<file path="src/rtl/pc_sequencer_if.sv">
// Bundle between the PC sequencer, the control unit and the PC-source selector.
// The slave modport is the sequencer side; master is the control/selector side.
interface pc_sequencer_if;
  logic [31:0] NextPC;
  logic [2:0]  PCSrcReq;
  logic        PCWrite;
  logic        PCWriteCond;
  logic [1:0]  BranchType;
  logic        Zero;
  logic        GT;
  logic        ExcReq;
  logic [1:0]  ExcCode;
  logic [31:0] PC;
  logic [31:0] EPC;
  logic [2:0]  PCSrcSel;
  logic [31:0] ExcVecAddr;
  logic        ExcMemRead;
  logic        ExcBusy;

  modport slave (
    input  NextPC, PCSrcReq, PCWrite, PCWriteCond, BranchType, Zero, GT,
           ExcReq, ExcCode,
    output PC, EPC, PCSrcSel, ExcVecAddr, ExcMemRead, ExcBusy
  );

  modport master (
    output NextPC, PCSrcReq, PCWrite, PCWriteCond, BranchType, Zero, GT,
           ExcReq, ExcCode,
    input  PC, EPC, PCSrcSel, ExcVecAddr, ExcMemRead, ExcBusy
  );
endinterface

</file>
<file path="src/rtl/pc_sequencer.sv">
// Program counter + exception sequencer; normal writes land on the next edge, exception PC after 3 edges.
// No handshake: ExcBusy tells control to hold while the 3-cycle exception sequence runs.
module pc_sequencer #(
  parameter logic [31:0] RESET_PC = 32'h0000_0000,
  parameter logic [31:0] EXC_BASE = 32'h0000_00FD
) (
  input logic          Clk,
  input logic          Reset_n,
  pc_sequencer_if.slave bus
);

  typedef enum logic [1:0] {
    RUN       = 2'b00,
    EXC_SAVE  = 2'b01,
    EXC_FETCH = 2'b10,
    EXC_LOAD  = 2'b11
  } state_t;

  state_t      state_q, state_d;
  logic [31:0] pc_q, pc_d;
  logic [31:0] epc_q, epc_d;
  logic [1:0]  code_q, code_d;

  logic        cond;
  logic        pc_we;
  logic        exc_take;
  logic [31:0] vec_addr;

  logic [2:0]  sel;
  logic        mem_rd;
  logic        busy;
  logic [31:0] vec_out;

  always_comb begin
    cond = 1'b0;
    case (bus.BranchType)
      2'b00:   cond = bus.Zero;
      2'b01:   cond = ~bus.Zero;
      2'b10:   cond = ~bus.GT;
      default: cond = bus.GT;
    endcase
  end

  assign pc_we    = bus.PCWrite | (bus.PCWriteCond & cond);
  assign exc_take = bus.ExcReq & (bus.ExcCode != 2'b00);
  // Vector bytes sit at consecutive addresses, one per nonzero code.
  assign vec_addr = EXC_BASE + {30'd0, code_q} - 32'd1;

  always_ff @(posedge Clk or negedge Reset_n) begin
    if (!Reset_n) begin
      state_q <= RUN;
      pc_q    <= RESET_PC;
      epc_q   <= 32'h0000_0000;
      code_q  <= 2'b00;
    end else begin
      state_q <= state_d;
      pc_q    <= pc_d;
      epc_q   <= epc_d;
      code_q  <= code_d;
    end
  end

  always_comb begin
    state_d = state_q;
    pc_d    = pc_q;
    epc_d   = epc_q;
    code_d  = code_q;
    sel     = bus.PCSrcReq;
    mem_rd  = 1'b0;
    busy    = 1'b0;
    vec_out = 32'h0000_0000;
    case (state_q)
      RUN: begin
        if (exc_take) begin
          code_d  = bus.ExcCode;
          state_d = EXC_SAVE;
        end else if (pc_we) begin
          pc_d = bus.NextPC;
        end
      end
      EXC_SAVE: begin
        sel     = 3'b000;
        busy    = 1'b1;
        mem_rd  = 1'b1;
        vec_out = vec_addr;
        epc_d   = pc_q - 32'd4;
        state_d = EXC_FETCH;
      end
      EXC_FETCH: begin
        // Address held a second cycle to cover the memory's read latency.
        sel     = 3'b000;
        busy    = 1'b1;
        mem_rd  = 1'b1;
        vec_out = vec_addr;
        state_d = EXC_LOAD;
      end
      EXC_LOAD: begin
        sel     = 3'b100;
        busy    = 1'b1;
        pc_d    = bus.NextPC;
        state_d = RUN;
      end
      default: state_d = RUN;
    endcase
  end

  assign bus.PC         = pc_q;
  assign bus.EPC        = epc_q;
  assign bus.PCSrcSel   = sel;
  assign bus.ExcVecAddr = vec_out;
  assign bus.ExcMemRead = mem_rd;
  assign bus.ExcBusy    = busy;

endmodule

</file>
<file path="src/flat_wrapper.sv">
// flat-port wrapper written by rule: the top's interface ports become plain ports
module pc_sequencer_flat 
#(
  parameter logic [31:0] RESET_PC = 32'h0000_0000,
  parameter logic [31:0] EXC_BASE = 32'h0000_00FD
)
  (Clk, Reset_n, bus_NextPC, bus_PCSrcReq, bus_PCWrite, bus_PCWriteCond, bus_BranchType, bus_Zero, bus_GT, bus_ExcReq, bus_ExcCode, bus_PC, bus_EPC, bus_PCSrcSel, bus_ExcVecAddr, bus_ExcMemRead, bus_ExcBusy);
  pc_sequencer_if bus_i ();
  input logic Clk;
  input logic Reset_n;
  input wire logic [$bits(bus_i.NextPC)-1:0] bus_NextPC;
  input wire logic [$bits(bus_i.PCSrcReq)-1:0] bus_PCSrcReq;
  input wire logic [$bits(bus_i.PCWrite)-1:0] bus_PCWrite;
  input wire logic [$bits(bus_i.PCWriteCond)-1:0] bus_PCWriteCond;
  input wire logic [$bits(bus_i.BranchType)-1:0] bus_BranchType;
  input wire logic [$bits(bus_i.Zero)-1:0] bus_Zero;
  input wire logic [$bits(bus_i.GT)-1:0] bus_GT;
  input wire logic [$bits(bus_i.ExcReq)-1:0] bus_ExcReq;
  input wire logic [$bits(bus_i.ExcCode)-1:0] bus_ExcCode;
  output wire logic [$bits(bus_i.PC)-1:0] bus_PC;
  output wire logic [$bits(bus_i.EPC)-1:0] bus_EPC;
  output wire logic [$bits(bus_i.PCSrcSel)-1:0] bus_PCSrcSel;
  output wire logic [$bits(bus_i.ExcVecAddr)-1:0] bus_ExcVecAddr;
  output wire logic [$bits(bus_i.ExcMemRead)-1:0] bus_ExcMemRead;
  output wire logic [$bits(bus_i.ExcBusy)-1:0] bus_ExcBusy;
  assign bus_i.NextPC = bus_NextPC;
  assign bus_i.PCSrcReq = bus_PCSrcReq;
  assign bus_i.PCWrite = bus_PCWrite;
  assign bus_i.PCWriteCond = bus_PCWriteCond;
  assign bus_i.BranchType = bus_BranchType;
  assign bus_i.Zero = bus_Zero;
  assign bus_i.GT = bus_GT;
  assign bus_i.ExcReq = bus_ExcReq;
  assign bus_i.ExcCode = bus_ExcCode;
  assign bus_PC = bus_i.PC;
  assign bus_EPC = bus_i.EPC;
  assign bus_PCSrcSel = bus_i.PCSrcSel;
  assign bus_ExcVecAddr = bus_i.ExcVecAddr;
  assign bus_ExcMemRead = bus_i.ExcMemRead;
  assign bus_ExcBusy = bus_i.ExcBusy;
  pc_sequencer #(.RESET_PC(RESET_PC), .EXC_BASE(EXC_BASE)) u_core (.Clk(Clk), .Reset_n(Reset_n), .bus(bus_i));
endmodule
</file>
<file path="config.mk">
export PLATFORM = sky130hd
export DESIGN_NAME = pc_sequencer_flat
export DESIGN_NICKNAME = d
export VERILOG_FILES = /design/src/rtl/pc_sequencer_if.sv /design/src/rtl/pc_sequencer.sv /design/src/flat_wrapper.sv
export SDC_FILE = /design/constraint.sdc
export NUM_CORES = 1
export LEC_CHECK = 0
export CAP_MARGIN = 20
export CORE_ASPECT_RATIO = 2
export CORE_MARGIN = 4
export CORE_UTILIZATION = 45
export DETAILED_ROUTE_END_ITERATION = 6
export PLACE_DENSITY = 0.79
export SETUP_SLACK_MARGIN = 0.2
export SLEW_MARGIN = 15
export SYNTH_ARGS = -nofsm -noshare
export SYNTH_HDL_FRONTEND = slang
export SYNTH_SLANG_ARGS = --single-unit
</file>
<file path="constraint.sdc">
create_clock -name Clk -period 2.6 [get_ports Clk]
set_input_delay 0.39 -clock Clk [delete_from_list [all_inputs] [get_ports Clk]]
set_output_delay 0.39 -clock Clk [all_outputs]
set_load 0.1 [all_outputs]
</file>
==> impl_metrics.json <==
{
  "num_rows": 51,
  "netlist_area_um2": 4440,
  "end_kind": "flip-flop",
  "place_congestion": 0.888,
  "dieHeight_um": 148,
  "hpwlAfterDp_mm": 10.8,
  "asyncSetResetFlopFracSynth": 1.00,
  "firstDrtPassIters": 5,
  "crit_family": "simple AND/OR/NAND/NOR gates",
  "worstPathMaxFanout": 17,
  "maxCapViolCount": 0,
  "hold_path_class": "in2async",
  "path_clk_slew_ns": 0.06,
  "grt_usage": 0.268,
  "ys_types": 46,
  "nNetsFinal": 656,
  "synth_ff_type": "dfrtp_1",
  "setup_viol": 0,
  "cts_tree": "done",
  "finalClockSkew_ns": 0.00520,
  "diodes": 0,
  "path_buf_inv": 1,
  "crit_path_cell_trace": "inv_1 -> ha_1 -> nor3b_2 -> nand2_1 -> or4_2 -> a31oi_1",
  "area_delta_synth_final_pct": 35.3,
  "die_w_um": 78.2,
  "final_util": 0.619,
  "grt_first_pass_wirelength_mm": 24.6,
  "ys_seq_area_frac": 0.383,
  "worstSkewPairLatency_ns": 0.33,
  "htree_levels": 3,
  "synth_warnings": 0,
  "rsz0062_at_grt": "no",
  "clock.fmax_ghz": 0.438,
  "period_minus_slack_ns": 2.28,
  "required_ns": 2.86,
  "crit_slowest_cell": "or4_2",
  "drc": 0,
  "final_common_cell": "buf_4",
  "numCtsBuffers": 9,
  "worstPathArrival_ns": 2.54,
  "initialDrtViolationCount": 440,
  "cpPeakStageDelay_ns": 0.73,
  "via_per_inst": 6.39,
  "worst_pin_slew_ns": 1.09,
  "grt_overflow_total": 0,
  "status": "finished clean",
  "synth.ff_latch_count": 68,
  "core-area_um2": 9700,
  "post_cts_resized": 0,
  "grt_max_degree": 47,
  "ant_nets": 0,
  "relSlewSlack": 0.273,
  "ctsLongestPathBuffers": 2,
  "cts_sinks": 68,
  "drive_above_1_share": 0.242,
  "start_util": 0.458,
  "crit_type": "reg2reg",
  "avgSynthCellArea_um2": 8.88,
  "antenna_found_initial": 0,
  "numPortBuffers": 124,
  "vias": 4726,
  "grt_pass1_vias": 4812,
  "synth_edf_count": 0,
  "ios": 147,
  "cts_hold_buf": 0,
  "finalMaxSlewViolations": 0,
  "postCtsSetupBuffers": 0,
  "final_cell_mix": "91 x buf_4, 64 x dfrtp_1, 44 x clkdlybuf4s50_1",
  "cp-start-kind": "flip-flop",
  "dieArea_um2": 11600,
  "clock-root-buffer": "clkbuf_16",
  "wl_per_cell_um": 21.0,
  "wirelength_mm": 15.5,
  "finalHoldViolations": 0,
  "fin_crit_sh": 0.878,
  "synth_cells": 500
}
final timing paths:
path,startpoint,endpoint,slack [ns],depth (start not counted)
worst max-delay path,u_core.bus.PC[2]$_DFFE_PN0P_,u_core.bus.EPC[22]$_DFFE_PN0N_,0.32,6
worst min-delay path,Reset_n,u_core.bus.EPC[9]$_DFFE_PN0N_,0.15,2
worst max register to register,u_core.bus.PC[2]$_DFFE_PN0P_,u_core.bus.EPC[22]$_DFFE_PN0N_,0.32,6
worst min register to register,u_core.bus.EPC[1]$_DFFE_PN0N_,u_core.bus.EPC[1]$_DFFE_PN0N_,0.52,1
max in group asynchronous,Reset_n,u_core.bus.EPC[23]$_DFFE_PN0N_,1.69,3
min in group Clk,u_core.bus.EPC[1]$_DFFE_PN0N_,u_core.bus.EPC[1]$_DFFE_PN0N_,0.52,1
Yosys cell counts (all sizes together) (2+ instances only):
| library cell | n | area share |
|---|---|---|
| o41ai | 3 | 0.0059 |
| xor2 | 4 | 0.0079 |
| nor3 | 4 | 0.0056 |
| a31oi | 19 | 0.027 |
| nand3b | 4 | 0.0068 |
| ha | 7 | 0.020 |
| and2 | 4 | 0.0056 |
| a21oi | 9 | 0.010 |
| nor2 | 35 | 0.030 |
| inv | 9 | 0.0076 |
| o21a | 2 | 0.0034 |
| dfrtp | 68 | 0.38 |
| or2 | 4 | 0.0056 |
| o31ai | 13 | 0.022 |
| nor4 | 8 | 0.011 |
| nand2 | 11 | 0.0093 |
| nand2b | 2 | 0.0028 |
| mux2 | 4 | 0.010 |
| xnor2 | 5 | 0.0099 |
| or3 | 11 | 0.016 |
| nor2b | 2 | 0.0028 |
| nand3 | 40 | 0.045 |
| a22oi | 32 | 0.054 |
| o21ai | 6 | 0.0068 |
| nand4 | 32 | 0.045 |
| o311ai | 32 | 0.063 |
| buf | 30 | 0.051 |
| clkbuf | 47 | 0.040 |
| nor3b | 33 | 0.057 |
| or4 | 12 | 0.022 |
sequential cells by signal, summed over array words and instances (netlist names):
signal,count
u_core.state_q,2
u_core.bus.EPC,32
u_core.bus.PC,32
u_core.code_q,2
worst register-to-register path, stage by stage (launching register included):
cell,delay (ns)
dfrtp_2,0.45
inv_1,0.09
ha_1,0.20
nor3b_2,0.20
nand2_1,0.36
or4_2,0.73
a31oi_1,0.18
routing by layer:
metal / track usage / wire, µm / vias up
li1: - / - / 2087
met1: 0.292 / 5400 / 2276
met2: 0.467 / 8140 / 299
met3: 0.0497 / 1200 / 64
met4: 0.176 / 765 / 0
met5: 0 / 0 / -
metrics by stage:
step                      area [µm²]  setup TNS [ns]  setup WS, ns  hold slack (ns)  instances
after CTS                       6000               0         0.320            0.172        740
after detailed placement        5700               0         0.281            0.507        724
after floorplan                 4550         -0.0414       -0.0414           0.0944        521
final                           6000               0         0.316            0.150        740
after global routing            6000               0         0.215            0.214        740
after global placement          5700               0         0.328            0.494        724
cell type report:
| type | count | area, µm² |
|---|---|---|
| Clock buffer | 12 | 256 |
| Multi-Input combinational cell | 367 | 2430 |
| Sequential cell | 68 | 1710 |
| Timing Repair Buffer | 148 | 1370 |
| Tap cell | 132 | 165 |
| Fill cell | 864 | 3690 |
| Clock inverter | 4 | 47.5 |
| Inverter | 9 | 33.8 |
kinds of logic (layout without fill, tap and decap cells):
| family | count (synthesis) | count (layout) | synth area share |
|---|---|---|---|
| other | 1 | 22 | 0.000845 |
| AND/OR/NAND/NOR | 205 | 205 | 0.270 |
| flip-flops | 68 | 68 | 0.383 |
| multiplexers | 5 | 5 | 0.0124 |
| buffers and inverters | 86 | 173 | 0.0981 |
| AO/OA/AOI/OAI | 119 | 119 | 0.198 |
| XOR/XNOR | 9 | 9 | 0.0178 |
| adder cells (fa/ha/maj) | 7 | 7 | 0.0197 |
Power is not shown: default switching activity piles up to over one toggle a cycle in this logic, so the estimate is an artifact.
